## config.mk

```make
export PLATFORM = sky130hd
export DESIGN_NAME = game_sequencer
export DESIGN_NICKNAME = d
export VERILOG_FILES = /design/src/rtl/game_pkg.sv /design/src/rtl/game_sequencer_edge_detect.sv /design/src/rtl/game_sequencer.sv
export SDC_FILE = /design/constraint.sdc
export NUM_CORES = 1
export LEC_CHECK = 0
export ABC_AREA = 1
export CAP_MARGIN = 15
export CORE_ASPECT_RATIO = 1.2
export CORE_UTILIZATION = 59
export CTS_BUF_LIST = sky130_fd_sc_hd__clkbuf_8
export CTS_CLUSTER_DIAMETER = 50
export DETAILED_ROUTE_END_ITERATION = 12
export GPL_TIMING_DRIVEN = 0
export PLACE_DENSITY = 0.83
export SLEW_MARGIN = 10
export SYNTH_ARGS = -nofsm -noshare
export SYNTH_HDL_FRONTEND = slang
export SYNTH_SLANG_ARGS = --single-unit
```

## constraint.sdc

```tcl
create_clock -name clk -period 2.53 [get_ports clk]
set_input_delay 0.3795 -clock clk [delete_from_list [all_inputs] [get_ports clk]]
set_output_delay 0.3795 -clock clk [all_outputs]
set_load 0.03 [all_outputs]
```

## src/rtl/game_pkg.sv

```systemverilog
// Shared definitions for the falling-object game sequencer.
//   - game_state_t : FSM state encodings (also driven out on the state port)
//   - GAME_*       : default playfield geometry used as parameter defaults
//   - field widths : object row, score, lives, speed level
//   - sat_inc      : saturating increment for the score counter
package game_pkg;

   typedef enum logic [1:0] {
      ST_IDLE  = 2'd0,
      ST_PLAY  = 2'd1,
      ST_OVER  = 2'd2,
      ST_PAUSE = 2'd3
   } game_state_t;

   localparam int unsigned GAME_START_Y = 320;
   localparam int unsigned GAME_HIT_TOP = 400;
   localparam int unsigned GAME_HIT_BOT = 475;
   localparam int unsigned GAME_Y_WRAP  = 779;

   localparam int unsigned Y_W     = 10;
   localparam int unsigned SCORE_W = 16;
   localparam int unsigned LIVES_W = 2;
   localparam int unsigned LEVEL_W = 2;

   localparam logic [LEVEL_W-1:0] LEVEL_MAX = '1;

   function automatic logic [SCORE_W-1:0] sat_inc(input logic [SCORE_W-1:0] v);
      return (v == '1) ? v : v + SCORE_W'(1);
   endfunction

endpackage

```

## src/rtl/game_sequencer_edge_detect.sv

```systemverilog
// Rising-edge detector for a button that is already synchronous to clk.
// Ports:
//   clk   - clock
//   reset - synchronous active-high reset
//   din   - button level
//   rise  - high for the cycle in which din is 1 and was 0 on the previous cycle
// A button that is held high while reset is released is not a new press:
// the level seen during reset blocks detection until the button is seen low.
module edge_detect (
   input  logic clk,
   input  logic reset,
   input  logic din,
   output logic rise
);

   logic prev_q;
   logic blocked_q;

   always_ff @(posedge clk) begin
      if (reset) begin
         prev_q    <= 1'b0;
         blocked_q <= din;
      end else begin
         prev_q <= din;
         if (!din) begin
            blocked_q <= 1'b0;
         end
      end
   end

   assign rise = din & ~prev_q & ~blocked_q;

endmodule

```

## src/rtl/game_sequencer.sv

```systemverilog
// Falling-object reaction game sequencer.
// An object falls down the playfield one move tick at a time; the player scores
// by pressing while the object is inside the hit window, and loses a life when
// an armed object leaves the window unpressed. Every SPEEDUP_EVERY hits the
// speed level (and so the step per tick) goes up, saturating at 3.
// Ports:
//   clk        - sole clock, rising edge
//   reset      - synchronous active-high reset
//   button     - player button (synchronous to clk)
//   pause_btn  - pause toggle button, only present with GAME_SEQ_PAUSE_EN
//   obj_y      - falling object top row
//   score      - hit count, saturating
//   lives      - remaining lives
//   level      - speed level 0..3
//   state      - FSM state code
//   hit_pulse  - one-cycle strobe on a scored hit
//   miss_pulse - one-cycle strobe on a missed pass
// Build option: define GAME_SEQ_PAUSE_EN to add pause_btn and the PAUSE state.
//
// state    | meaning
// ---------+-------------------------------------------------------------
// ST_IDLE  | object parked at START_Y, waiting for a press to start a game
// ST_PLAY  | object moving, presses and misses scored
// ST_OVER  | no lives left; display held until a press returns to idle
// ST_PAUSE | motion and scoring frozen (GAME_SEQ_PAUSE_EN builds only)
module game_sequencer
   import game_pkg::*;
#(
   parameter int unsigned TICK_DIV      = 500000,
   parameter int unsigned HIT_TOP       = GAME_HIT_TOP,
   parameter int unsigned HIT_BOT       = GAME_HIT_BOT,
   parameter int unsigned Y_WRAP        = GAME_Y_WRAP,
   parameter int unsigned START_Y       = GAME_START_Y,
   parameter int unsigned LIVES_INIT    = 3,
   parameter int unsigned SPEEDUP_EVERY = 8
) (
   input  logic               clk,
   input  logic               reset,
   input  logic               button,
`ifdef GAME_SEQ_PAUSE_EN
   input  logic               pause_btn,
`endif
   output logic [Y_W-1:0]     obj_y,
   output logic [SCORE_W-1:0] score,
   output logic [LIVES_W-1:0] lives,
   output logic [LEVEL_W-1:0] level,
   output logic [1:0]         state,
   output logic               hit_pulse,
   output logic               miss_pulse
);

   localparam int unsigned CNT_W = (TICK_DIV > 1) ? $clog2(TICK_DIV) : 1;
   localparam int unsigned HC_W  = (SPEEDUP_EVERY > 1) ? $clog2(SPEEDUP_EVERY) : 1;
   // Row arithmetic is done one bit wider so obj_y + step cannot overflow.
   localparam int unsigned YX_W  = Y_W + 1;

   localparam logic [CNT_W-1:0]   CNT_LAST  = CNT_W'(TICK_DIV - 1);
   localparam logic [HC_W-1:0]    HC_LAST   = HC_W'(SPEEDUP_EVERY - 1);
   localparam logic [Y_W-1:0]     START_Y_V = Y_W'(START_Y);
   localparam logic [YX_W-1:0]    HIT_TOP_V = YX_W'(HIT_TOP);
   localparam logic [YX_W-1:0]    HIT_BOT_V = YX_W'(HIT_BOT);
   localparam logic [YX_W-1:0]    Y_WRAP_V  = YX_W'(Y_WRAP);
   localparam logic [LIVES_W-1:0] LIVES_V   = LIVES_W'(LIVES_INIT);

   game_state_t        state_q, state_d;
   logic [Y_W-1:0]     obj_y_q, obj_y_d;
   logic [SCORE_W-1:0] score_q, score_d;
   logic [LIVES_W-1:0] lives_q, lives_d;
   logic [LEVEL_W-1:0] level_q, level_d;
   logic [CNT_W-1:0]   tick_cnt_q, tick_cnt_d;
   logic [HC_W-1:0]    hit_cnt_q, hit_cnt_d;
   logic               armed_q, armed_d;
   logic               hit_q, hit_d;
   logic               miss_q, miss_d;

   logic               press;
   logic               tick;
   logic               in_window;
   logic [2:0]         step;
   logic [YX_W-1:0]    y_cur;
   logic [YX_W-1:0]    y_sum;

   edge_detect u_btn_edge (
      .clk   (clk),
      .reset (reset),
      .din   (button),
      .rise  (press)
   );

`ifdef GAME_SEQ_PAUSE_EN
   logic pause_press;

   edge_detect u_pause_edge (
      .clk   (clk),
      .reset (reset),
      .din   (pause_btn),
      .rise  (pause_press)
   );
`endif

   // Window test and move arithmetic always use the pre-move row, so a press
   // landing on the same cycle as a tick is judged where the player saw it.
   assign step      = 3'(level_q) + 3'd1;
   assign y_cur     = {1'b0, obj_y_q};
   assign y_sum     = y_cur + YX_W'(step);
   assign in_window = (y_cur >= HIT_TOP_V) && (y_cur <= HIT_BOT_V);

   always_ff @(posedge clk) begin
      if (reset) begin
         state_q    <= ST_IDLE;
         obj_y_q    <= START_Y_V;
         score_q    <= '0;
         lives_q    <= LIVES_V;
         level_q    <= '0;
         tick_cnt_q <= '0;
         hit_cnt_q  <= '0;
         armed_q    <= 1'b1;
         hit_q      <= 1'b0;
         miss_q     <= 1'b0;
      end else begin
         state_q    <= state_d;
         obj_y_q    <= obj_y_d;
         score_q    <= score_d;
         lives_q    <= lives_d;
         level_q    <= level_d;
         tick_cnt_q <= tick_cnt_d;
         hit_cnt_q  <= hit_cnt_d;
         armed_q    <= armed_d;
         hit_q      <= hit_d;
         miss_q     <= miss_d;
      end
   end

   always_comb begin
      state_d    = state_q;
      obj_y_d    = obj_y_q;
      score_d    = score_q;
      lives_d    = lives_q;
      level_d    = level_q;
      tick_cnt_d = tick_cnt_q;
      hit_cnt_d  = hit_cnt_q;
      armed_d    = armed_q;
      hit_d      = 1'b0;
      miss_d     = 1'b0;
      tick       = 1'b0;

      case (state_q)
         ST_IDLE: begin
            obj_y_d = START_Y_V;
            if (press) begin
               score_d    = '0;
               lives_d    = LIVES_V;
               level_d    = '0;
               armed_d    = 1'b1;
               hit_cnt_d  = '0;
               tick_cnt_d = '0;
               state_d    = ST_PLAY;
            end
         end

         ST_PLAY: begin
            tick       = (tick_cnt_q == CNT_LAST);
            tick_cnt_d = tick ? '0 : tick_cnt_q + CNT_W'(1);

            hit_d = press && armed_q && in_window;
            if (hit_d) begin
               score_d = sat_inc(score_q);
               armed_d = 1'b0;
               if (hit_cnt_q == HC_LAST) begin
                  hit_cnt_d = '0;
                  if (level_q != LEVEL_MAX) begin
                     level_d = level_q + LEVEL_W'(1);
                  end
               end else begin
                  hit_cnt_d = hit_cnt_q + HC_W'(1);
               end
            end

            if (tick) begin
               if (y_sum > Y_WRAP_V) begin
                  obj_y_d = '0;
                  armed_d = 1'b1;
               end else begin
                  obj_y_d = y_sum[Y_W-1:0];
                  // A same-cycle hit has already disarmed the object, so it
                  // can never also count as a miss.
                  if (!hit_d && armed_q && (y_cur <= HIT_BOT_V) && (y_sum > HIT_BOT_V)) begin
                     miss_d  = 1'b1;
                     armed_d = 1'b0;
                     lives_d = lives_q - LIVES_W'(1);
                     if (lives_d == '0) begin
                        state_d = ST_OVER;
                     end
                  end
               end
            end

`ifdef GAME_SEQ_PAUSE_EN
            // Game over takes precedence over a pause request on the same cycle.
            if (pause_press && (state_d == ST_PLAY)) begin
               state_d = ST_PAUSE;
            end
`endif
         end

         ST_OVER: begin
            if (press) begin
               obj_y_d = START_Y_V;
               state_d = ST_IDLE;
            end
         end

         ST_PAUSE: begin
`ifdef GAME_SEQ_PAUSE_EN
            if (pause_press) begin
               state_d = ST_PLAY;
            end
`else
            state_d = ST_IDLE;
`endif
         end

         default: begin
            state_d = ST_IDLE;
         end
      endcase
   end

   assign obj_y      = obj_y_q;
   assign score      = score_q;
   assign lives      = lives_q;
   assign level      = level_q;
   assign state      = state_q;
   assign hit_pulse  = hit_q;
   assign miss_pulse = miss_q;

endmodule

```

Yosys cells after proc, flatten, opt, wreduce, memory -nomap -nowiden
Index checks and enable logic that the tools add are counted.
{"block": "word_totals", "regBits": 59, "out_inout_bits": 34}
{"block": "op_classes", "n_eq_ne": 18, "addsub": 7, "n_reduce_logical": 20, "n_bitwise": 6, "order_cmp": 4, "muxes": 40}
{"op": "$mux 16", "count": 3}
{"op": "$mux 19", "count": 2}
{"op": "$pmux 19 s2", "count": 1}
{"op": "$pmux 16 s2", "count": 1}
{"op": "$mux 10", "count": 3}
{"op": "$pmux 10 s3", "count": 1}
{"op": "$mux 2", "count": 13}
{"op": "$ne 2x2->1 const B", "count": 12}
{"op": "$add 19x1->19 const B", "count": 1}
{"op": "$eq 19x19->1 const B", "count": 1}
{"op": "$add 16x1->16 const B", "count": 1}
{"op": "$eq 16x16->1 const B", "count": 1}
{"op": "$add 10x3->11", "count": 1}
{"op": "$gt 11x10->1 const B", "count": 1}
{"op": "$gt 11x9->1 const B", "count": 1}
{"op": "$ge 10x9->1 const B", "count": 1}
{"op": "$le 10x9->1 const B", "count": 1}
{"op": "$reduce_and 5->1", "count": 2}
{"op": "$mux 3", "count": 3}
{"op": "$mux 1", "count": 8}
{"op": "$pmux 2 s2", "count": 2}
{"op": "$pmux 2 s4", "count": 1}
{"op": "$logic_and 1x1->1", "count": 6}
{"op": "$pmux 3 s2", "count": 1}
{"op": "other kinds (20)", "count": 27}

Logic depth before layout (Yosys ltp)
Gate-level depths: netlist (run 1).
{"block": "logic_depth", "depth_word": 13, "ltp_mapped": 17}

Hierarchy
From an unflattened synthesis (run 1), not the netlist that was laid out.
{"block": "unflattened", "cells_unflattened": 497, "area_unflattened_um2": 3467.1}
{"module": "game_sequencer", "n_inst": 1, "cells_per_inst": 487, "area_each_um2": 3384.5}
{"module": "edge_detect", "n_inst": 1, "cells_per_inst": 10, "area_each_um2": 82.6}

Worst setup path after synthesis (run 1)
OpenSTA, ideal clock, no wires.
{"block": "synth_path", "path_type": "register -> register", "from": "register level_q[0] (netlist: level[0])", "to": "register lives_q[0] (netlist: lives[0])", "t_required_ns": 2.398, "arrival_ns": 2.324, "setup_time_ns": 0.132, "period_less_slack_ns": 2.456, "stages_incl_launch_ff": 16, "setup_slack_ns": 0.074, "path_cell_list": "dfxtp_1 -> inv_1 -> ha_1 -> fa_1 -> inv_1 -> nand2_1 -> nor2_1 -> nand3_1 -> nor2_1 -> nor2_1 -> nand2_1 -> nand2_1 -> nand2_1 -> nand2_1 -> nand2_1 -> nand3_1"}
{"block": "synth_via", "elab_chain_cells": 6, "elab_cells_between_ends": 8, "classes_between": "add/sub: 2; order compare: 2; eq/ne: 2; reduce/logical: 2"}
{"item": "start: declaration", "line_no": "game_sequencer.sv:69", "rtl": "logic [LEVEL_W-1:0] level_q, level_d;"}
{"item": "start signal: assignment", "line_no": "game_sequencer.sv:125", "rtl": "level_q <= level_d;"}
{"item": "$add 2x1->3 (*)", "line_no": "game_sequencer.sv:103", "rtl": "assign step = 3'(level_q) + 3'd1;"}
{"item": "$add 10x3->11 (*)", "line_no": "game_sequencer.sv:105", "rtl": "assign y_sum = y_cur + YX_W'(step);"}
{"item": "$gt 11x9->1", "line_no": "game_sequencer.sv:187", "rtl": "if (!hit_d && armed_q && (y_cur <= HIT_BOT_V) && (y_sum > HIT_BOT_V)) begin"}
{"item": "$logic_and 1x1->1", "line_no": "game_sequencer.sv:187"}
{"item": "$ne 2x2->1 (no source line)"}
{"item": "$reduce_and 5->1 (no source line) (*)"}
{"item": "end signal: assignment", "line_no": "game_sequencer.sv:124", "rtl": "lives_q <= lives_d;"}
{"item": "end: declaration", "line_no": "game_sequencer.sv:68", "rtl": "logic [LIVES_W-1:0] lives_q, lives_d;"}
Every way passes the cells marked *; elsewhere a longest branch is shown, timed or not.
A chain may end at the register's enable or synchronous reset.

Worst setup path in the final report (run 1)
Ends and elaborated chain as after synthesis.

==> metrics.log, run 1 <==
[metrics] TritonRoute pass-1 iters: 5
[metrics] largest net degree at the start of global routing: 11
[metrics] Worst path top cell family by delay: simple AND/OR/NAND/NOR gates
[metrics] cell area after layout: 0.00424 mm2
[metrics] Final Max Tran Viols: 0
[metrics] fraction of layout cells with a size suffix above 1: 0.0805
[metrics] Worst VDD drop: 0.000399 V
[metrics] CTS tree: built
[metrics] Die Area: 0.00624 mm2
[metrics] Cells after DPL: 648
[metrics] commonest cells after routing, fill and taps aside: sky130_fd_sc_hd__nand2_1 (137), sky130_fd_sc_hd__inv_1 (73), sky130_fd_sc_hd__dfxtp_1 (57), sky130_fd_sc_hd__nor2_1 (47), sky130_fd_sc_hd__nand3_1 (43)
[metrics] capturing element type of the critical path: flip-flop
[metrics] Yosys reg bits: 59
[metrics] vias per inst: 5.52
[metrics] top-level port count: 37
[metrics] start point of the critical path: level[0]
[metrics] width of the chip: 72.3 um
[metrics] biggest area consumer among synthesized cells: sky130_fd_sc_hd__dfxtp_1
[metrics] fmax: 426 MHz
[metrics] standby leakage power: 1.67 nW
[metrics] vias after detailed routing: 3667
[metrics] site row count: 30
[metrics] # port buffers: 35
[metrics] cells taking the most area after synthesis: sky130_fd_sc_hd__dfxtp_1 (33%), sky130_fd_sc_hd__nand2_1 (15%), sky130_fd_sc_hd__inv_1 (7.7%), sky130_fd_sc_hd__nand3_1 (6.3%), sky130_fd_sc_hd__nor2_1 (5.4%)
[metrics] arrival time worst endpoint: 2.55 ns
[metrics] wire length of the first global-routing pass: 14800 um
[metrics] Final Hold Violating Endpoints: 0
[metrics] Least-Margin Pin Slew: 0.792 ns
[metrics] worst slew margin relative to its limit: 0.468
[metrics] diode count: 0
[metrics] critical path fanouts, max: 4
[metrics] share of the synthesized netlist area taken by xor and xnor gates: 0.0426
[metrics] final WL: 8930 um
[metrics] clock insertion delay at the later pin of the skew report: 0.34 ns
[metrics] final cell count without fillers: 664
[metrics] initial antenna violation count: 0
[metrics] GRT Residual Overflow: 0
[metrics] post-synthesis net count: 545
[metrics] Critical Setup Path Class: reg2reg
[metrics] dominant combinational cell family by area after synthesis: simple AND/OR/NAND/NOR gates
[metrics] detailed router's first-iteration violation count: 329
[metrics] DP Wirelength: 6400 um
[metrics] Critical Path Source Type: flip-flop
[metrics] Hold Path Origin: hit_cnt_q[2]
[metrics] critical path cell sequence: inv_1 > ha_1 > fa_2 > inv_1 > nand2_2 > nor2_4 > nand3_2 > nor2_4 > nor2_1 > nand2_1 > nand2_1 > nand2_2 > nand2_1 > nand2_1 > nand3_1
[metrics] most common cell after layout, fill and taps aside: sky130_fd_sc_hd__nand2_1
[metrics] clock sink total: 59
[metrics] cell at the root of the clock tree: sky130_fd_sc_hd__clkbuf_8
[metrics] Area Growth Syn to Fin: 21.2%
[metrics] fraction of registers with async set or reset after synthesis: 0
[metrics] drt wl/cell: 13.4 um
[metrics] number of global-route vias before repair: 3256
[metrics] period utilization: 0.928
[metrics] fraction of the mapped netlist area in simple logic gates: 0.373
[metrics] global placement routability congestion: 0.925
[metrics] power density cells: 535 mW/mm2
[metrics] final setup violation count: 0
[metrics] post-synthesis sequential area ratio: 0.341
[metrics] clock slew at reported path FFs: 0.07 ns
[metrics] CTS buffer count: 9
[metrics] most used cell, CP: sky130_fd_sc_hd__nand2_1
[metrics] RSZ-0062 raised after global routing: no
[metrics] result of the run: finished clean
[metrics] yosys warns: 0
[metrics] fraction of post-synthesis cell area in the top cell type by area: 0.332
[metrics] remaining antenna violation count: 0
[metrics] worst min-delay path category: reg2reg
[metrics] Power, Total: 2.27 mW
[metrics] time the worst path needs with I/O delays and setup: 2.35 ns
[metrics] WP data required: 2.74 ns
[metrics] cell type of the slowest stage on the worst timing path: sky130_fd_sc_hd__fa_2
[metrics] Global Route Usage Sum: 0.303
[metrics] max cap viols: 0
[metrics] Placed Area: 0.00395 mm2
[metrics] origin of the critical flop-to-flop path: level[0]
[metrics] Die Ht: 86.3 um
[metrics] number of different library cells in the post-synthesis netlist: 41
[metrics] core area: 0.00567 mm2
[metrics] number of buffers inserted by hold repair at cts: 0
[metrics] number of nets in the layout: 591
[metrics] post-synthesis instance area: 0.00350 mm2
[metrics] most used flip-flop cell after synthesis: sky130_fd_sc_hd__dfxtp_1
[metrics] Clock H-tree levels: 3
[metrics] gate count of the mapped netlist: 533
[metrics] clk_skew: 0.0112 ns
[metrics] delay of the slowest cell on the worst path: 0.37 ns
[metrics] Initial Utilization: 0.617
[metrics] adder-cell share of the synthesized area: 0.0343
[metrics] post-synthesis compound-gate area fraction: 0.109
[metrics] Bufs on Longest Clock Path: 2
[metrics] number of synthesized flops with an enable pin: 1
[metrics] setup bufs post-CTS: 0
[metrics] Avg Inst Size Synth: 6.56 um2
[metrics] sum of buffers and inverters on the critical path: 2
[metrics] number of remaining DRC errors: 0
[metrics] share of cell area taken by muxes after synthesis: 0
## synthesized netlist by cell type, types with 3 or more instances
master	instances
sky130_fd_sc_hd__a21oi_1	34
sky130_fd_sc_hd__nor3_1	25
sky130_fd_sc_hd__dfxtp_1	58
sky130_fd_sc_hd__nand3_1	44
sky130_fd_sc_hd__nand2_1	142
sky130_fd_sc_hd__xnor2_1	3
sky130_fd_sc_hd__o22ai_1	4
sky130_fd_sc_hd__nor2_1	50
sky130_fd_sc_hd__clkbuf_1	8
sky130_fd_sc_hd__nand4_1	22
sky130_fd_sc_hd__inv_1	72
sky130_fd_sc_hd__o21ai_0	15
sky130_fd_sc_hd__ha_1	8
sky130_fd_sc_hd__xor2_1	14
## kinds of logic after synthesis
group	after synthesis
XOR/XNOR	17
flip-flops	59
adder cells (fa/ha/maj)	9
AO/OA/AOI/OAI	65
buffers and inverters	88
AND/OR/NAND/NOR	295
## sequential cells by signal, indices dropped and copies added, names as in the netlist, 2 cells and up
register and cells:
hit_cnt_q 3, level 2, lives 2, obj_y 10
score 16, state 2, tick_cnt_q 19
## per-layer routing
layer  GRT usage  wire, um  up-vias
li1            -         -     1840
met4       0.123       199        0
met1       0.362      3840     1667
met5           0         0        -
met3      0.0733       491       21
met2       0.519      4390      139
## report_power, final
part | switching (mW) | internal [mW]
combinational | 0.166 | 0.0717
sequential | 0.0203 | 0.948
clock | 0.387 | 0.674
total | 0.574 | 1.69
## worst paths after layout
check | end | cells after the start | slack (ns)
worst min-delay path | hit_cnt_q[2] | 2 | 0.47
worst max-delay path | lives[0] | 15 | 0.18
worst min register to register | hit_cnt_q[2] | 2 | 0.47
worst max register to register | lives[0] | 15 | 0.18
## final cells by class
class	instances	area, um2
tap	80	100
fill	462	1430
clock buffer	10	138
buffer	12	62.6
timing repair buffer	35	350
multi-input combinational	386	2000
inverter	76	289
clock inverter	6	104
sequential	59	1190
## tightest hold or removal path: stages, from the launching register on
cell and delay [ns]:
sky130_fd_sc_hd__dfxtp_1 0.32, sky130_fd_sc_hd__nand2_1 0.06, sky130_fd_sc_hd__a21oi_1 0.05
## repair_timing
item | 4_1_cts | 5_1_grt
pin swaps | 0 | 2
endpoints found under the setup margin | 6 | 14
gates resized for setup | 5 | 11
## per-stage QoR
| stage | worst slack, ns | setup TNS [ns] | utilization | hold slack [ns] |
|---|---|---|---|---|
| final | 0.181 | 0 | 0.748 | 0.475 |
| after global placement | 0.0128 | 0 | 0.696 | 0.461 |
| after CTS | -0.00244 | -0.00250 | 0.742 | 0.476 |
| after global routing | 0.0119 | 0 | 0.748 | 0.498 |
| after floorplan | 0.0738 | 0 | - | 0.448 |
| after detailed placement | -0.0526 | -0.135 | 0.696 | 0.466 |
Power figures use the tool's default switching activity.
==> inputs of run 2 (changes only) <==
PLACE_DENSITY = 0.84   (was 0.83)
==> run 2 against run 1 <==
  * Setup slack worse by 0.0023 ns
  * Cell count up 0.15%
  * Sequential share of layout area up 0.43 points
  * Critical endpoint is now obj_y[9]
  * Largest power group is now sequential cells
==> metrics.log, run 2 (same netlist as run 1, synthesis figures left out) <==
[metrics] result of the run: finished clean
[metrics] period utilization: 0.929 (about the same)
[metrics] Initial Utilization: 0.617 (unchanged)
[metrics] final setup violation count: 0 (unchanged)
[metrics] TritonRoute pass-1 iters: 5 (unchanged)
[metrics] clock group share of total power: 0.396 (-0.072)
[metrics] number of buffers inserted by hold repair at cts: 0 (unchanged)
[metrics] most common cell after layout, fill and taps aside: sky130_fd_sc_hd__nand2_1
[metrics] WP data required: 2.80 ns (+0.06 ns)
[metrics] DP Wirelength: 6550 um (+2.4%)
[metrics] Die Area: 0.00624 mm2 (unchanged)
[metrics] Hold Path Origin: hit_cnt_q[2]
[metrics] cell at the root of the clock tree: sky130_fd_sc_hd__clkbuf_8
[metrics] arrival time worst endpoint: 2.62 ns (+0.07 ns)
[metrics] Final Hold Violating Endpoints: 0 (unchanged)
[metrics] critical path fanouts, max: 6 (+2)
[metrics] clock sink total: 59 (unchanged)
[metrics] fraction of layout cells with a size suffix above 1: 0.0838 (+0.00328)
[metrics] width of the chip: 72.3 um (unchanged)
[metrics] worst min-delay path category: reg2reg
[metrics] capturing element type of the critical path: flip-flop
[metrics] max FFs per register: 19 (unchanged)
[metrics] Placed Area: 0.00395 mm2 (unchanged)
[metrics] vias after detailed routing: 3586 (-2.2%)
[metrics] fmax: 425 MHz (about the same)
[metrics] clock slew at reported path FFs: 0.08 ns (about the same)
[metrics] detailed router's first-iteration violation count: 254 (-23%)
[metrics] clock insertion delay at the later pin of the skew report: 0.35 ns (about the same)
[metrics] multi-input gate area in the final layout: 0.00200 mm2 (-0.12%)
[metrics] final WL: 8970 um (+0.41%)
[metrics] Hold Crit Depth: 2 (unchanged)
[metrics] Critical Path Source Type: flip-flop
[metrics] max cap viols: 0 (unchanged)
[metrics] diode count: 0 (unchanged)
[metrics] time the worst path needs with I/O delays and setup: 2.35 ns (+0.00232 ns)
[metrics] drt wl/cell: 13.5 um (+0.26%)
[metrics] origin of the critical flop-to-flop path: level[0]
[metrics] power density cells: 478 mW/mm2 (-11%)
[metrics] clk_skew: 0.00941 ns (-0.00175 ns)
[metrics] vias per inst: 5.39 (-2.4%)
[metrics] Register Area: 0.00119 mm2 (+0.10%)
[metrics] global placement routability congestion: 0.926 (about the same)
[metrics] total negative setup slack: 0 ns (unchanged)
[metrics] Global Route Usage Sum: 0.309 (+0.00535)
[metrics] top-level port count: 37 (unchanged)
[metrics] Die Ht: 86.3 um (unchanged)
[metrics] switching power of the nets: 0.621 mW (+8.2%)
[metrics] site row count: 30 (unchanged)
[metrics] number of nets in the layout: 592 (+0.17%)
[metrics] Area Growth Syn to Fin: 19.5%
[metrics] core area: 0.00567 mm2 (unchanged)
[metrics] Critical Setup Path Class: reg2reg
[metrics] Pint: 1.38 mW (-19%)
[metrics] wire length of the first global-routing pass: 15000 um (+1.2%)
[metrics] # port buffers: 35 (unchanged)
[metrics] CTS buffer count: 9 (unchanged)
[metrics] Worst VDD drop: 0.000383 V (-4.1%)
[metrics] number of filler cells placed in the layout: 463 (+0.22%)
[metrics] number of remaining DRC errors: 0 (unchanged)
[metrics] cell depth of the worst flop-to-flop path: 14 (-1)
[metrics] Hold Crit Endpoint: hit_cnt_q[2]
[metrics] Bufs on Longest Clock Path: 2 (unchanged)
[metrics] commonest cells after routing, fill and taps aside: sky130_fd_sc_hd__nand2_1 (139), sky130_fd_sc_hd__inv_1 (72), sky130_fd_sc_hd__dfxtp_1 (56), sky130_fd_sc_hd__nor2_1 (47), sky130_fd_sc_hd__nand3_1 (43)
[metrics] Reg-to-Reg End: obj_y[9]
[metrics] start point of the critical path: level[0]
[metrics] register-to-register path setup slack: 0.18 ns (about the same)
[metrics] proportion of power drawn by combinational gates: 0.120 (+0.015)
[metrics] worst slew margin relative to its limit: 0.471 (+0.00366)
[metrics] initial antenna violation count: 0 (unchanged)
[metrics] Least-Margin Pin Slew: 0.787 ns (-0.00545 ns)
[metrics] CTS tree: built
[metrics] Clock H-tree levels: 3 (unchanged)
[metrics] GRT Residual Overflow: 0 (unchanged)
[metrics] Final Max Tran Viols: 0 (unchanged)
[metrics] cell area after layout: 0.00418 mm2 (-1.4%)
[metrics] standby leakage power: 1.63 nW (-2.8%)
[metrics] largest net degree at the start of global routing: 13 (+2)
[metrics] Seq pwr share: 0.484 (+0.057)
[metrics] remaining antenna violation count: 0 (unchanged)
[metrics] Top reg by flops: tick_cnt_q
[metrics] Switching Share: 0.311 (+0.0575)
[metrics] number of global-route vias before repair: 3391 (+4.1%)
run 2: changes by cell type in the layout (fill, tap and decap cells not counted), moves of 2 or more:
| cell | change |
|---|---|
| sky130_fd_sc_hd__nand2_2 | -2 |
| sky130_fd_sc_hd__nand2_1 | +2 |
| sky130_fd_sc_hd__bufinv_16 | -3 |
| sky130_fd_sc_hd__clkinvlp_4 | +4 |
| sky130_fd_sc_hd__inv_6 | +2 |
run 2: timing repair:
item	4_1_cts	5_1_grt
endpoints found under the setup margin	6	13
cloned	0	0
resized for setup	5	11
buffers inserted	0	1
pin swaps	0	3
run 2: power groups by stage:
| stage | logic (mW) | clock network (mW) | registers, mW |
|---|---|---|---|
| floorplan | 0.147 | 0 | 1.00 |
| global placement | 0.231 | 0 | 0.987 |
| detailed placement | 0.238 | 0 | 0.988 |
| CTS | 0.238 | 0.797 | 0.967 |
| global route | 0.266 | 0.835 | 0.970 |
| finish | 0.240 | 0.792 | 0.967 |
run 2: worst max-delay path, cell delays in order (launching register included):
cell	delay (ns)
sky130_fd_sc_hd__dfxtp_2	0.36
sky130_fd_sc_hd__inv_1	0.06
sky130_fd_sc_hd__ha_2	0.19
sky130_fd_sc_hd__fa_2	0.38
sky130_fd_sc_hd__inv_1	0.10
sky130_fd_sc_hd__nand2_2	0.08
sky130_fd_sc_hd__nor2_4	0.13
sky130_fd_sc_hd__nand2_1	0.11
sky130_fd_sc_hd__nand2_1	0.09
sky130_fd_sc_hd__nand2_1	0.06
sky130_fd_sc_hd__nor2_2	0.11
sky130_fd_sc_hd__nand2_2	0.08
sky130_fd_sc_hd__a21oi_4	0.22
sky130_fd_sc_hd__nand2_2	0.14
sky130_fd_sc_hd__o22ai_1	0.15
run 2: final cells by class:
cell class / count / area share
Buffer: 12 / 0.0150
Clock buffer: 9 / 0.0296
Clock inverter: 7 / 0.0126
Inverter: 76 / 0.0691
Multi-Input combinational cell: 386 / 0.479
Sequential cell: 59 / 0.286
Tap cell: 80 / 0.0239
Timing Repair Buffer: 36 / 0.0856
run 2: layer usage:
metal	share of wire	track usage	wire (um)
met5	0	0	0
met4	0.034	0.166	302
met3	0.043	0.0523	386
met2	0.48	0.506	4320
met1	0.44	0.385	3950
run 2: through the flow:
step	std cells	hold WS [ns]	utilization	setup WS, ns	total power [mW]
detailed placement	648	0.470	0.696	-0.0467	1.23
global route	665	0.509	0.738	-0.0175	2.07
floorplan	533	0.448	-	0.0738	1.15
finish	665	0.479	0.738	0.179	2.00
global placement	648	0.461	0.696	-0.0251	1.22
CTS	664	0.481	0.732	0.000403	2.00
run 2: how the worst max path moves through the flow:
stage,end,cells past startpoint
floorplan,lives[0],15
global placement,obj_y[0],14
detailed placement,obj_y[7],14
CTS,obj_y[9],14
global route,armed_q,17
finish,obj_y[9],14
==> inputs of run 3 (changes only) <==
ABC_AREA = unset   (was 1)
CORE_UTILIZATION = 58   (was 59)
PLACE_DENSITY = 0.83   (was 0.84)
==> run 3 against run 2 <==
  * The run now ends with DRC left
  * Maximum frequency is 6.5% lower
  * Core utilization is 3.2 points higher
  * Global-route usage is 1.5 points lower
  * Critical path depth is 3 lower
  * Setup slack worse by 0.16 ns
  * Clock skew is 0.0026 ns lower
  * Combinational power is 35% lower
  * Hold slack worse by 0.019 ns
  * Critical endpoint is now armed_q
  * Wire length is 4.0% lower
  * Clock-buffer cell count is 2 higher
  * Synthesized cell count is 20% lower
  * Clock power is 25% higher
==> metrics.log, run 3 <==
[metrics] Top reg by flops: tick_cnt_q
[metrics] time the worst path needs with I/O delays and setup: 2.51 ns (+0.164 ns)
[metrics] worst min-delay path category: reg2reg
[metrics] # port buffers: 35 (unchanged)
[metrics] clock slew at reported path FFs: 0.07 ns (about the same)
[metrics] WP data required: 2.76 ns (-0.04 ns)
[metrics] capturing element type of the critical path: flip-flop
[metrics] vias per inst: 6.18 (+15%)
[metrics] largest net degree at the start of global routing: 11 (-2)
[metrics] commonest cells after routing, fill and taps aside: sky130_fd_sc_hd__dfxtp_1 (54), sky130_fd_sc_hd__nor2_1 (49), sky130_fd_sc_hd__nand2_1 (41), sky130_fd_sc_hd__clkdlybuf4s50_1 (35), sky130_fd_sc_hd__a21oi_1 (29)
[metrics] fraction of the mapped netlist area in simple logic gates: 0.304 (-0.0684)
[metrics] final WL: 8610 um (-4.0%)
[metrics] fraction of layout cells with a size suffix above 1: 0.126 (+0.0418)
[metrics] adder-cell share of the synthesized area: 0.0361 (+0.00177)
[metrics] cell area after layout: 0.00416 mm2 (-0.42%)
[metrics] post-synthesis sequential area ratio: 0.358 (+0.0176)
[metrics] Worst VDD drop: 0.000420 V (+9.7%)
[metrics] clock insertion delay at the later pin of the skew report: 0.34 ns (about the same)
[metrics] initial antenna violation count: 0 (unchanged)
[metrics] clock sink total: 59 (unchanged)
[metrics] dominant combinational cell family by area after synthesis: simple AND/OR/NAND/NOR gates
[metrics] Layout Utilization: 0.770 (+0.0324)
[metrics] arrival time worst endpoint: 2.74 ns (+0.12 ns)
[metrics] Critical Path Source Type: flip-flop
[metrics] worst slew margin relative to its limit: 0.587 (+0.115)
[metrics] vias after detailed routing: 3386 (-5.6%)
[metrics] switching power of the nets: 0.496 mW (-20%)
[metrics] Seq pwr share: 0.453 (-0.031)
[metrics] Final Max Tran Viols: 0 (unchanged)
[metrics] remaining antenna violation count: 0 (unchanged)
[metrics] slack of the critical path: 0.0151 ns (-0.164 ns)
[metrics] period utilization: 0.994 (+0.0648)
[metrics] Switching Share: 0.237 (-0.0733)
[metrics] fraction of registers with async set or reset after synthesis: 0 (unchanged)
[metrics] Synth top cells by count: sky130_fd_sc_hd__dfxtp_1 (58), sky130_fd_sc_hd__nor2_1 (49), sky130_fd_sc_hd__nand2_1 (42)
[metrics] Least-Margin Pin Slew: 0.618 ns (-0.169 ns)
[metrics] power density cells: 502 mW/mm2 (+4.9%)
[metrics] Die Area: 0.00604 mm2 (-3.2%)
[metrics] RSZ-0062 raised after global routing: yes
[metrics] biggest area consumer among synthesized cells: sky130_fd_sc_hd__dfxtp_1
[metrics] gate count of the mapped netlist: 428 (-20%)
[metrics] CTS buffer count: 9 (unchanged)
[metrics] site row count: 29 (-3.3%)
[metrics] yosys warns: 0 (unchanged)
[metrics] wire length of the first global-routing pass: 14100 um (-6.3%)
[metrics] DP Wirelength: 5910 um (-9.8%)
[metrics] fraction of post-synthesis cell area in the top cell type by area: 0.349 (+0.0171)
[metrics] clock group share of total power: 0.473 (+0.077)
[metrics] library cell with the highest instance count after synthesis: sky130_fd_sc_hd__dfxtp_1
[metrics] Avg Inst Size Synth: 7.77 um2 (+18%)
[metrics] number of global-route vias before repair: 3121 (-8.0%)
[metrics] share of the synthesized netlist area taken by xor and xnor gates: 0.0553 (+0.0127)
[metrics] result of the run: finished, violations left
[metrics] number of synthesized flops with an enable pin: 1 (unchanged)
[metrics] TritonRoute pass-1 iters: 9 (+4)
[metrics] number of remaining DRC errors: 3 (+3)
[metrics] number of nets in the layout: 493 (-17%)
[metrics] Initial Utilization: 0.615 (-0.00186)
[metrics] standby leakage power: 1.41 nW (-13%)
[metrics] fmax: 398 MHz (-6.5%)
[metrics] max FFs per register: 19 (unchanged)
[metrics] detailed router's first-iteration violation count: 222 (-13%)
[metrics] diode count: 0 (unchanged)
[metrics] most common cell after layout, fill and taps aside: sky130_fd_sc_hd__dfxtp_1
[metrics] number of filler cells placed in the layout: 403 (-13%)
[metrics] clk_skew: 0.00686 ns (-0.00255 ns)
[metrics] share of cell area taken by muxes after synthesis: 0 (unchanged)
[metrics] Bufs on Longest Clock Path: 2 (unchanged)
[metrics] cell at the root of the clock tree: sky130_fd_sc_hd__clkbuf_8
[metrics] final setup violation count: 0 (unchanged)
[metrics] GRT Residual Overflow: 0 (unchanged)
[metrics] global placement routability congestion: 0.919 (-0.76%)
[metrics] Placed Area: 0.00376 mm2 (-4.6%)
[metrics] Yosys reg bits: 59 (unchanged)
[metrics] Die Ht: 85.0 um (-1.6%)
[metrics] CTS tree: built
[metrics] Clock H-tree levels: 3 (unchanged)
[metrics] Critical Setup Path Class: reg2reg
[metrics] register-to-register path setup slack: 0.02 ns (-0.16 ns)
[metrics] post-synthesis net count: 440 (-19%)
[metrics] number of buffers inserted by hold repair at cts: 0 (unchanged)
[metrics] Pint: 1.59 mW (+16%)
[metrics] Area Growth Syn to Fin: 25.2%
[metrics] max cap viols: 0 (unchanged)
[metrics] number of different library cells in the post-synthesis netlist: 59 (+44%)
[metrics] proportion of power drawn by combinational gates: 0.074 (-0.046)
[metrics] top-level port count: 37 (unchanged)
[metrics] hold slack: 0.461 ns (-0.0187 ns)
[metrics] violated checks: DRC
[metrics] width of the chip: 71.1 um (-1.6%)
[metrics] worst setup slack after placement: -0.504 ns (-0.457 ns)
[metrics] most used flip-flop cell after synthesis: sky130_fd_sc_hd__dfxtp_1
[metrics] drt wl/cell: 15.7 um (+16%)
[metrics] Global Route Usage Sum: 0.294 (-0.0145)
[metrics] Final Hold Violating Endpoints: 0 (unchanged)
[metrics] post-synthesis compound-gate area fraction: 0.197 (+0.0880)
[metrics] core area: 0.00541 mm2 (-4.6%)
[metrics] post-synthesis instance area: 0.00333 mm2 (-4.9%)
[metrics] cells taking the most area after synthesis: sky130_fd_sc_hd__dfxtp_1 (35%), sky130_fd_sc_hd__nor2_1 (5.5%), sky130_fd_sc_hd__nand2_1 (4.7%), sky130_fd_sc_hd__a21oi_1 (4.5%), sky130_fd_sc_hd__nand3_1 (3.8%)
[metrics] critical path fanouts, max: 10 (+4)
[run 3: final timing paths]
path         cells after the start           end          from
max                             11       armed_q      level[0]
min                              2  hit_cnt_q[2]  hit_cnt_q[2]
max reg2reg                     11       armed_q      level[0]
min reg2reg                      2  hit_cnt_q[2]  hit_cnt_q[2]
[run 3: critical path, stage by stage (launching register included)]
cell	delay, ns
sky130_fd_sc_hd__dfxtp_4	0.36
sky130_fd_sc_hd__inv_4	0.04
sky130_fd_sc_hd__ha_4	0.15
sky130_fd_sc_hd__fa_2	0.38
sky130_fd_sc_hd__buf_4	0.20
sky130_fd_sc_hd__nand4b_1	0.26
sky130_fd_sc_hd__buf_4	0.23
sky130_fd_sc_hd__nand2_1	0.06
sky130_fd_sc_hd__o31ai_1	0.11
sky130_fd_sc_hd__nand2_1	0.15
sky130_fd_sc_hd__nand3_2	0.14
sky130_fd_sc_hd__a311o_1	0.33
[run 3: area by class of cell]
cell class,count,area (um2),share of cell area
Inverter,16,62.6,0.0150
Buffer,22,113,0.0271
Tap cell,62,77.6,0.0186
Clock inverter,5,76.3,0.0183
Multi-Input combinational cell,328,2060,0.494
Timing Repair Buffer,45,425,0.102
Clock buffer,11,151,0.0364
Sequential cell,59,1200,0.288
[run 3: layer usage]
| metal | track usage | share of wire | vias up |
|---|---|---|---|
| li1 | - | - | 1658 |
| met1 | 0.346 | 0.42 | 1594 |
| met2 | 0.499 | 0.51 | 112 |
| met3 | 0.0570 | 0.045 | 22 |
| met4 | 0.167 | 0.026 | 0 |
| met5 | 0 | 0 | - |
[run 3: through the flow]
stage               power [mW]  instances  setup TNS (ns)
global placement          1.11        525           -9.98
CTS                       2.09        546        -0.00266
detailed placement        1.11        525          -10.56
finish                    2.09        548               0
floorplan                 1.07        428               0
global route              2.16        548          -0.584
[run 3: cells by family after synthesis]
group / count (synthesis)
AO/OA/AOI/OAI: 100
flip-flops: 59
adder cells (fa/ha/maj): 9
AND/OR/NAND/NOR: 198
XOR/XNOR: 21
buffers and inverters: 41
[run 3: timing repair]
item                                    in CTS  in global routing
resized for setup                           17                 22
gates cloned                                 1                  0
endpoints found under the setup margin      20                 28
hold endpoints to repair                     0                  0
pin swaps                                    5                 11
buffers inserted                             5                  4
[run 3: power by group through the flow]
stage	sequential, mW	combinational [mW]	clock [mW]
3_3_place_gp	0.967	0.142	0
3_5_place_dp	0.967	0.144	0
6_report	0.947	0.155	0.988
5_1_grt	0.947	0.167	1.04
2_1_floorplan	0.973	0.0948	0
4_1_cts	0.946	0.150	0.995
==> variant (config.mk and constraints of run 2) <==
Change the parameter `TICK_DIV` from 500000 to 250000.
--- a/src/rtl/game_sequencer.sv
+++ b/src/rtl/game_sequencer.sv
@@ -27,5 +27,5 @@
    import game_pkg::*;
 #(
-   parameter int unsigned TICK_DIV      = 500000,
+   parameter int unsigned TICK_DIV      = 250000,
    parameter int unsigned HIT_TOP       = GAME_HIT_TOP,
    parameter int unsigned HIT_BOT       = GAME_HIT_BOT,
Function: no difference found for any inputs over 10 cycles, from zero or initial values and one cycle with reset high; that may be too few to reach the edited logic, so the function may still have changed.
==> variant against run 2 <==
Core utilization grew 0.63 points. Cell count shrank 9.0%. Critical path depth grew 1. Setup slack gained 44 ps. Total power grew 18%. Die area shrank 3.7%. Area after synthesis shrank 3.8%. Hold slack lost 88 ps. Sequential power grew 2.2%. First-iteration DRC count grew 32%. Final area shrank 3.8%. Wire length shrank 11%. Sequential cell count shrank 1. Critical path type unchanged.
==> variant: results (changes against run 2) <==
Parameter                              Value

Setup path
  Arrival time worst endpoint    2520 ps (was 2620 ps)
  Cell count of the worst reg-to-reg path    15 (was 14)
  Reg2reg setup slack    220 ps (was 180 ps)
  Delay of the slowest critical-path stage    400 ps (was 380 ps)
  Worst R2R End    lives[1]$_SDFFE_PP1P_ (was obj_y[9]$_SDFFE_PP0P_)

Pwr
  Sequential group power    988 µW (was 967 µW)
  Max rail drop VDD    0.370 mV (was 0.383 mV)
  Final total power    2.36 mW (was 2.00 mW)

Yosys
  Distinct cell type count after synthesis    46 (was 41)
  Part of the Yosys area used for sequential elements    34.8% (was 34.1%)
  Post-synthesis compound-gate area fraction    12.9% (was 10.9%)
  Largest cells by area after synthesis    sky130_fd_sc_hd__dfxtp_1 (34%), sky130_fd_sc_hd__nand2_1 (13%), sky130_fd_sc_hd__inv_1 (6.6%) (was sky130_fd_sc_hd__dfxtp_1 (33%), sky130_fd_sc_hd__nand2_1 (15%), sky130_fd_sc_hd__inv_1 (7.7%))
  List of most frequent post-synthesis cells    sky130_fd_sc_hd__nand2_1 (118), sky130_fd_sc_hd__inv_1 (59), sky130_fd_sc_hd__dfxtp_1 (57) (was sky130_fd_sc_hd__nand2_1 (142), sky130_fd_sc_hd__inv_1 (72), sky130_fd_sc_hd__dfxtp_1 (58))
  Net count of the mapped netlist    504 (was 545)
  Synthesized area per cell    6.84 µm² (was 6.56 µm²)

Final layout
  Count of non-CTS inverters in the layout    62 (was 76)
  Clock-cell share of area    5.32% (was 4.22%)
  Flip-flop and latch share of the layout cell area    29.2% (was 28.6%)
  Count of multi-input combinational gates    362 (was 386)
  Final-layout fill cell count    439 (was 463)
  Share of layout cells above drive strength 1    9.58% (was 8.38%)
  Buffer share of cell area    10.3% (was 10.1%)
  Net count of the finished layout    550 (was 592)
  Number of flip-flops in the largest register    18 (was 19)

GRT
  GRT met2 Usage    49.8% (was 50.6%)
  GRT Resource Usage Total    28.2% (was 30.9%)
  Global routing usage on met1    31.0% (was 38.5%)
  Global-route met3 utilization    6.36% (was 5.23%)
  Global-route wire length before repair    13,400 µm (was 15,000 µm)
  Largest net degree at the start of global routing    11 (was 13)
  Number of global-route vias before repair    3,075 (was 3,391)

Worst hold path
  Worst min-delay path endpoint    tick_cnt_q[10]$_SDFFE_PP0P_ (was hit_cnt_q[2]$_SDFFE_PP0P_)
  Min-Delay Path Class    in -> reg (was reg -> reg)
  Hold Startpoint    reset (was hit_cnt_q[2]$_SDFFE_PP0P_)

Timing
  Setup clock skew after layout    7.77 ps (was 9.41 ps)
  Slew Limit Headroom    53.7% (was 47.1%)

Status
  Status    complete, no violations (unchanged)

Placement
  Post-DP HPWL    5790 µm (was 6550 µm)
  Placer Congestion    0.922 (was 0.926)

Routing
  WL met2    3990 µm (was 4320 µm)
  DRC violation total after the first TritonRoute iteration    336 (was 254)
  Post-detailed-routing wire length    8020 µm (was 8970 µm)
  Routed length on met3    553 µm (was 386 µm)
  Avg Vias per Cell    5.50 (was 5.39)
  Metal-1 WL    3280 µm (was 3950 µm)

Floorplanning
  Die Width    70.9 µm (was 72.3 µm)
variant: how the worst max path moves through the flow:
stage | slack (ps) | from | to
after detailed placement | 90 | level[0]$_SDFFE_PP0P_ | lives[1]$_SDFFE_PP1P_
after floorplan | 140 | level[0]$_SDFFE_PP0P_ | lives[0]$_SDFFE_PP1P_
final | 220 | level[0]$_SDFFE_PP0P_ | lives[1]$_SDFFE_PP1P_
after CTS | 50 | level[0]$_SDFFE_PP0P_ | lives[1]$_SDFFE_PP1P_
after global routing | 40 | level[0]$_SDFFE_PP0P_ | armed_q$_SDFFE_PP1P_
after global placement | 130 | level[0]$_SDFFE_PP0P_ | lives[0]$_SDFFE_PP1P_
variant: timing repair:
item | in CTS | in global routing
endpoints found under the setup margin | 0 | 13
buffers inserted | 0 | 0
resized for setup | 0 | 5
variant: metrics by stage:
stage,hold slack [ps],setup slack [ps],cell area (µm²)
floorplan,445,136,3360
global placement,454,132,3790
detailed placement,469,93.3,3790
CTS,406,51.4,4010
global route,455,36.0,4020
finish,391,223,4020
